## config.mk

```make
export PLATFORM = sky130hd
export DESIGN_NAME = bcd_updown_counter_flat
export DESIGN_NICKNAME = d
export VERILOG_FILES = /design/src/rtl/bcd_pkg.sv /design/src/rtl/bcd_updown_counter_if.sv /design/src/rtl/bcd_digit_stage.sv /design/src/rtl/bcd_updown_counter.sv /design/src/flat_wrapper.sv
export SDC_FILE = /design/constraint.sdc
export NUM_CORES = 1
export LEC_CHECK = 0
export BUFFER_PORTS_ARGS = -buffer_cell sky130_fd_sc_hd__buf_2
export CAP_MARGIN = 0
export CORE_MARGIN = 5
export CORE_UTILIZATION = 35
export DETAILED_ROUTE_END_ITERATION = 12
export GPL_TIMING_DRIVEN = 0
export SYNTH_ARGS = -nofsm -noshare
export SYNTH_HDL_FRONTEND = slang
export SYNTH_SLANG_ARGS = --single-unit
export TNS_END_PERCENT = 5
```

## constraint.sdc

```tcl
create_clock -name clk -period 5.45 [get_ports clk]
set_input_delay 0.545 -clock clk [delete_from_list [all_inputs] [get_ports clk]]
set_output_delay 0.545 -clock clk [all_outputs]
set_load 0.05 [all_outputs]
```

## src/rtl/bcd_pkg.sv

```systemverilog
// Shared BCD constants and the digit-clamping helper used by the counter and its digit stages.
package bcd_pkg;
    localparam int         BCD_W   = 4;
    localparam logic [3:0] BCD_MAX = 4'd9;
    localparam logic [3:0] BCD_MIN = 4'd0;

    function automatic logic [3:0] bcd_sanitise(input logic [3:0] digit);
        return (digit > BCD_MAX) ? BCD_MAX : digit;
    endfunction
endpackage

```

## src/rtl/bcd_updown_counter_if.sv

```systemverilog
// Control/status bundle between the tick generator (master) and the BCD counter (slave).
interface bcd_updown_counter_if
    import bcd_pkg::*;
#(
    parameter int DIGITS = 3
);
    // Strobes (enable, load) are level-sampled on every rising clk edge; there is
    // no ready back-pressure, the counter accepts one request per cycle.
    logic                      enable;
    logic                      up;
    logic                      load;
    logic [BCD_W*DIGITS-1:0]   load_value;
    logic [BCD_W*DIGITS-1:0]   count;
    logic                      wrap;
    logic                      at_max;
    logic                      at_min;
    logic                      load_err;

    modport master (
        output enable, up, load, load_value,
        input  count, wrap, at_max, at_min, load_err
    );

    modport slave (
        input  enable, up, load, load_value,
        output count, wrap, at_max, at_min, load_err
    );
endinterface

```

## src/rtl/bcd_digit_stage.sv

```systemverilog
// One BCD digit register; step_out is the carry (up) or borrow (down) into the next digit.
module bcd_digit_stage
    import bcd_pkg::*;
(
    input  logic       clk,
    input  logic       rst,
    input  logic       step_in,
    input  logic       up,
    input  logic       load,
    input  logic [3:0] load_digit,
    output logic [3:0] digit,
    output logic       step_out
);
    logic [3:0] digit_q;
    logic [3:0] digit_d;
    logic       at_edge;

    assign at_edge  = up ? (digit_q == BCD_MAX) : (digit_q == BCD_MIN);
    assign step_out = step_in & at_edge;
    assign digit    = digit_q;

    always_comb begin
        digit_d = digit_q;
        if (load) begin
            digit_d = bcd_sanitise(load_digit);
        end else if (step_in) begin
            if (up) begin
                digit_d = at_edge ? BCD_MIN : digit_q + 4'd1;
            end else begin
                digit_d = at_edge ? BCD_MAX : digit_q - 4'd1;
            end
        end
    end

    always_ff @(posedge clk) begin
        if (rst) begin
            digit_q <= BCD_MIN;
        end else begin
            digit_q <= digit_d;
        end
    end
endmodule

```

## src/rtl/bcd_updown_counter.sv

```systemverilog
// N-digit up/down BCD counter with sanitising parallel load, wrap/saturate mode and terminal flags.
module bcd_updown_counter
    import bcd_pkg::*;
#(
    parameter int DIGITS   = 3,
    parameter int SATURATE = 0
) (
    input  logic                 clk,
    input  logic                 rst,
    bcd_updown_counter_if.slave  bus
);
    localparam int W = BCD_W * DIGITS;

    logic [DIGITS:0] step;
    logic [W-1:0]    count_w;
    logic            at_max_w;
    logic            at_min_w;
    logic            sat_block;
    logic            bad_digit;
    logic            wrap_q;
    logic            wrap_d;
    logic            load_err_q;
    logic            load_err_d;

    assign at_max_w = (count_w == {DIGITS{BCD_MAX}});
    assign at_min_w = (count_w == '0);

    // In saturate mode a step at the boundary is dropped before it enters the chain,
    // so no carry can ever leave the top digit and wrap stays low.
    assign sat_block = (SATURATE != 0) && (bus.up ? at_max_w : at_min_w);
    assign step[0]   = bus.enable & ~bus.load & ~sat_block;

    for (genvar g = 0; g < DIGITS; g++) begin : g_digit
        bcd_digit_stage u_stage (
            .clk        (clk),
            .rst        (rst),
            .step_in    (step[g]),
            .up         (bus.up),
            .load       (bus.load),
            .load_digit (bus.load_value[g*BCD_W +: BCD_W]),
            .digit      (count_w[g*BCD_W +: BCD_W]),
            .step_out   (step[g+1])
        );
    end

    always_comb begin
        bad_digit = 1'b0;
        for (int i = 0; i < DIGITS; i++) begin
            if (bus.load_value[i*BCD_W +: BCD_W] > BCD_MAX) begin
                bad_digit = 1'b1;
            end
        end
        // A carry out of the most significant digit means the whole count rolled over.
        wrap_d     = step[DIGITS];
        load_err_d = bus.load & bad_digit;
    end

    always_ff @(posedge clk) begin
        if (rst) begin
            wrap_q     <= 1'b0;
            load_err_q <= 1'b0;
        end else begin
            wrap_q     <= wrap_d;
            load_err_q <= load_err_d;
        end
    end

    assign bus.count    = count_w;
    assign bus.wrap     = wrap_q;
    assign bus.load_err = load_err_q;
    assign bus.at_max   = at_max_w;
    assign bus.at_min   = at_min_w;
endmodule

```

## src/flat_wrapper.sv

```systemverilog
// flat-port wrapper written by rule: the top's interface ports become plain ports
module bcd_updown_counter_flat import bcd_pkg::*;
#(
    parameter int DIGITS   = 3,
    parameter int SATURATE = 0
)
  (clk, rst, bus_enable, bus_up, bus_load, bus_load_value, bus_count, bus_wrap, bus_at_max, bus_at_min, bus_load_err);
  bcd_updown_counter_if #(.DIGITS(DIGITS)) bus_i ();
  input  logic clk;
  input  logic rst;
  input wire logic [$bits(bus_i.enable)-1:0] bus_enable;
  input wire logic [$bits(bus_i.up)-1:0] bus_up;
  input wire logic [$bits(bus_i.load)-1:0] bus_load;
  input wire logic [$bits(bus_i.load_value)-1:0] bus_load_value;
  output wire logic [$bits(bus_i.count)-1:0] bus_count;
  output wire logic [$bits(bus_i.wrap)-1:0] bus_wrap;
  output wire logic [$bits(bus_i.at_max)-1:0] bus_at_max;
  output wire logic [$bits(bus_i.at_min)-1:0] bus_at_min;
  output wire logic [$bits(bus_i.load_err)-1:0] bus_load_err;
  assign bus_i.enable = bus_enable;
  assign bus_i.up = bus_up;
  assign bus_i.load = bus_load;
  assign bus_i.load_value = bus_load_value;
  assign bus_count = bus_i.count;
  assign bus_wrap = bus_i.wrap;
  assign bus_at_max = bus_i.at_max;
  assign bus_at_min = bus_i.at_min;
  assign bus_load_err = bus_i.load_err;
  bcd_updown_counter #(.DIGITS(DIGITS), .SATURATE(SATURATE)) u_core (.clk(clk), .rst(rst), .bus(bus_i));
endmodule
```

* Yosys cells after proc, flatten, opt, wreduce, memory -nomap -nowiden
Cells that the tools add are included.
** Word-level totals
- Bits in registers :: 14
- Word-level logic and storage cells :: 55
- Bits in writable memories :: 0
- Output and inout bits :: 16
- Bits of input ports :: 17
- ROM bits :: 0
- Bits in latches :: 0
- Memories :: 0
** Operators by class
- Add/subtract/negate cells :: 6
- Bitwise logic cells :: 6
- Multiplexer cells :: 24
- Multipliers :: 0
- Order comparisons :: 3
- Equal/unequal tests :: 4
- Div/mod/pow operators :: 0
- Shift-type cells :: 0
- Reductions and logical operators :: 7
** Operators with widths (count)
- 4-bit 2-to-1 mux :: 18
- 4-bit by 1-bit adder with 4-bit output (second input constant) :: 3
- 12-bit equality test (second input constant) :: 1
- 4-bit equality test (second input constant) :: 3
- 4-bit > comparator (second input constant) :: 3
- 12-bit logical NOT :: 1
- 4-bit logical NOT :: 3
- 4-bit by 1-bit subtractor with 4-bit output (second input constant) :: 3
- 1-bit 2-to-1 mux :: 6
- 2-bit nonzero test :: 3
- 1-bit AND :: 5
- 1-bit inverter :: 1

* Longest topological paths before layout
- Depth after elaboration :: 6
- Gate-level depth with buffers :: 7

* By module
Synthesis repeated with hierarchy kept, for this count alone.
** Second synthesis, totals
- Cell total of the unflattened synthesis :: 167
- Area, all modules :: 1362.6 um2
** Modules (own cells, without submodules)
- bcd_digit_stage :: cells an instance 50, area an instance 406.6 um2, instances 3, sequential area each 80.1 um2
- bcd_updown_counter :: cells an instance 17, area an instance 142.6 um2, instances 1, sequential area each 40.0 um2

* Worst setup path after synthesis
No wires, ideal clock.
- Path type :: register to output
- From :: register u_core.g_digit[0].u_stage.digit_q[0]
- To :: output port bus_at_min
- Data arrival time :: 2467 ps
- Path buffers :: 0
- Data required time :: 4905 ps
- Stages on the path, launching flop included :: 5
- Slack :: 2438 ps
- Path through :: dfxtp_1 inv_1 ha_1 nand4_1 nor4_1
** Between the ends
- Cells in the longest elaborated chain, start to end :: 1
** Ends and longest elaborated chain
- from (decl) :: line bcd_digit_stage.sv:14 : logic [3:0] digit_q;
- from (signal assigned) :: line bcd_digit_stage.sv:39 : digit_q <= digit_d;
- 12-bit logical NOT :: line bcd_updown_counter.sv:26 : assign at_min_w = (count_w == '0);
- to (decl) :: line flat_wrapper.sv:18 : output wire logic [$bits(bus_i.at_min)-1:0] bus_at_min;
No other way between the ends.

* Worst setup path after layout
- From :: register u_core.g_digit[1].u_stage.digit_q[0]
- To :: output port bus_at_max
** Between the ends
- Cells in the longest elaborated chain, start to end :: 1
** Ends and longest elaborated chain
- from (decl) :: line bcd_digit_stage.sv:14
- from (signal assigned) :: line bcd_digit_stage.sv:39
- 12-bit equality test :: line bcd_updown_counter.sv:25 : assign at_max_w = (count_w == {DIGITS{BCD_MAX}});
- to (decl) :: line flat_wrapper.sv:17 : output wire logic [$bits(bus_i.at_max)-1:0] bus_at_max;
No other way between the ends.

==> results by group <==
Floorplanning
  – Die X: 69.9 um
  – Ports: 33
  – Initial Util: 36.8%
  – Die Span Y: 69.9 um
  – Core ar.: 0.00342 sq mm
  – Rows: 21
  – Full die area: 0.00489 sq mm

Min path
  – Min-Delay Endpoint: u_core.g_digit[2].u_stage.digit[3]
  – Hold_sp: rst
  – Hold Path Stages: 2
  – HP Class: primary input to flip-flop

Setup path
  – CP endpoint kind: output port
  – CP max FO: 10
  – Req. time, crit path: 4910 ps
  – RR Endpoint: u_core.g_digit[2].u_stage.digit[3]
  – R2R cell count: 7
  – Reg2reg setup slack: 3230 ps
  – Reg-to-Reg Start: u_core.g_digit[0].u_stage.digit[0]
  – WP data arrival: 1790 ps
  – Critical path class: flip-flop to output port
  – Critical Path Source Type: flip-flop

Power and ir drop
  – Logic gate share of total power: 38.2%
  – Sw Share: 39.6%
  – Static Leak: 0.660 nW
  – Power Internal: 196 uW
  – VDD IR max: 100 uV
  – Seq pwr share: 37.2%
  – NetSw: 129 uW
  – Clock power share: 24.6%
  – Pwr Density: 216 mW/mm^2

Clock network
  – Post-CTS Hold Buffers: 0
  – Clk_lat worst skew: 290 ps
  – CTS resizes: 0
  – Number of buffers created by CTS: 3
  – CTS Root Cell: clkbuf_4
  – H-Tree Depth: 1
  – Clock sinks: 14
  – Clock transition at path regs: 110 ps
  – CTS Buffer Depth: 2
  – Post-CTS setup buffer count: 0
  – CTS tree: built

Drt
  – DRC Markers: 0
  – Detailed Routing Iterations Pass 1: 4
  – Drt wl/cell: 14.1 um
  – Routed vias: 1308
  – Routed WL: 3.46 mm
  – DR vias/cell: 5.34
  – Number of routed nets with antenna violations: 0
  – Starting DRT DRC Count: 93

Place
  – Placer congestion estimate: 0.882
  – I/O Buffers: 31
  – Placed cells: 241
  – Post-DP HPWL: 2.61 mm

Global routing
  – Vias in the first global route: 1347
  – Initial antenna violation count: 0
  – Total track usage: 15.1%
  – Total grt overflow: 0
  – Global-route wire length before repair: 6.16 mm
  – Pin count of the biggest net entering global routing: 11

STA
  – Setup TNS: 0 ps
  – Period utilization: 42.9%
  – Max-slew violations: 0
  – Slew HR: 62.9%
  – Setup Viol. Count Final: 0
  – Final Skew: 14.7 ps
  – Actual slew at the worst max-slew pin: 557 ps
  – Final hold vios: 0
  – RSZ-0062 raised after global routing: false
  – Max Clk Rate: 428 MHz
  – Final min period: 2340 ps

Synth
  – Syn Inst Count: 164
  – Synthesized net count: 190
  – Mapped Area: 0.00126 sq mm
  – Post-synth EDFFs: 0
  – Asr flop ratio synth: 0%
  – Average cell area after synthesis: 7.66 sq um
  – Synth top area cells: dfxtp_1 22%, ha_1 9.0%, a21oi_1 6.4%
  – Synth unique cells: 46
  – Ys Warns: 0
  – Sequential share of the synthesized area: 22.3%
  – Yosys top cell area share: 22.3%
  – Most common flop cell mapped by yosys: dfxtp_1
  – Count of state elements after synthesis: 14
  – Yosys top cell by area: dfxtp_1

Final layout
  – Synthesis-to-layout area growth: 19.8%
  – Fraction of layout cells with a size suffix above 1: 27.1%
  – N_diodes: 0
  – Layout Nets: 226
  – Post-Layout Cell Count: 245

Status
  – Status: finished clean

Run
  – Number of max-cap violations: 0
-- metal layers --
| layer | track usage [%] | wire length (um) |
|---|---|---|
| met4 | 6.17 | 53 |
| met5 | 0 | 0 |
| met1 | 21.0 | 1670 |
| met2 | 23.0 | 1550 |
| met3 | 2.73 | 183 |
-- logic make-up (layout without fill, tap and decap cells) --
group | count (synthesis) | in the layout | share of synthesized area, %
multiplexers | 5 | 5 | 6.08
AND/OR/NAND/NOR | 54 | 54 | 23.1
buffers and inverters | 24 | 59 | 8.17
XOR/XNOR | 3 | 3 | 2.09
flip-flops | 14 | 14 | 22.3
AO/OA/AOI/OAI | 55 | 55 | 29.3
adder cells (fa/ha/maj) | 9 | 9 | 8.96
-- worst max-delay path: stages (launching register included) --
cell      delay [ps]
dfxtp_1          540
ha_1             260
nand2b_1          90
nor3_1           120
and4_1           230
buf_2            270
-- worst max path at each step --
stage / from / endpoint / slack [ps] / cells after the start
finish: u_core.g_digit[1].u_stage.digit[0] / bus_at_max / 3110 / 5
global route: u_core.g_digit[1].u_stage.digit[0] / bus_at_min / 2960 / 5
CTS: u_core.g_digit[1].u_stage.digit[0] / bus_at_max / 3100 / 5
detailed placement: bus_up / u_core.g_digit[2].u_stage.digit[3] / 3230 / 7
global placement: bus_up / u_core.g_digit[2].u_stage.digit[3] / 3240 / 7
floorplan: u_core.g_digit[0].u_stage.digit[0] / bus_at_min / 2440 / 4
-- final cells by class --
cell class / instances / area [sq um]
Buffer: 9 / 46.3
Clock buffer: 4 / 36.3
Fill cell: 379 / 1910
Inverter: 15 / 56.3
Multi-Input combinational cell: 126 / 873
Sequential cell: 14 / 280
Tap cell: 46 / 57.6
Timing Repair Buffer: 31 / 155
-- metrics by stage --
| step | hold slack, ps | worst slack (ps) | power, mW | cell area [sq um] | utilization, % |
|---|---|---|---|---|---|
| 4_1_cts | 454 | 3100 | 0.326 | 1510 | 44.1 |
| 3_3_place_gp | 656 | 3240 | 0.247 | 1470 | 43.0 |
| 6_report | 458 | 3110 | 0.325 | 1510 | 44.1 |
| 5_1_grt | 460 | 2960 | 0.347 | 1510 | 44.1 |
| 2_1_floorplan | 611 | 2440 | 0.215 | 1260 | - |
| 3_5_place_dp | 654 | 3230 | 0.247 | 1470 | 43.0 |
-- sequential cells by signal (all words and copies together), names as in the netlist --
register,flops
u_core.bus.load_err,1
u_core.bus.wrap,1
u_core.g_digit.u_stage.digit,12
-- power groups by stage --
stage / logic (mW) / clock network, mW / registers [mW]
final: 0.124 / 0.0799 / 0.121
after global routing: 0.138 / 0.0864 / 0.123
after CTS: 0.124 / 0.0806 / 0.121
after detailed placement: 0.124 / 0 / 0.123
after global placement: 0.124 / 0 / 0.124
after floorplan: 0.0704 / 0 / 0.145
-- cell usage after synthesis, types with 3 or more instances --
| master | number |
|---|---|
| a21oi_1 | 16 |
| clkbuf_1 | 4 |
| o21ai_0 | 14 |
| a311oi_1 | 3 |
| ha_1 | 9 |
| nand3_1 | 7 |
| a211oi_1 | 3 |
| dfxtp_1 | 14 |
| o22ai_1 | 3 |
| nor2_1 | 8 |
| inv_1 | 15 |
| nor3_1 | 5 |
| buf_2 | 4 |
| nand2_1 | 13 |
| nand2b_1 | 5 |
-- placed cells by master (no fill, tap or decap), types with 3 or more instances in the layout --
cell / synthesis / routed
a211oi_1: 3 / 3
a21oi_1: 16 / 16
a311oi_1: 3 / 3
buf_2: 4 / 35
clkbuf_1: 4 / 4
clkbuf_4: 0 / 3
dfxtp_1: 14 / 14
ha_1: 9 / 9
inv_1: 15 / 15
nand2_1: 13 / 13
nand2b_1: 5 / 5
nand3_1: 7 / 7
nor2_1: 8 / 8
nor3_1: 5 / 5
o21ai_0: 14 / 14
o22ai_1: 3 / 3
No activity file was read; power rests on OpenSTA's default activity.
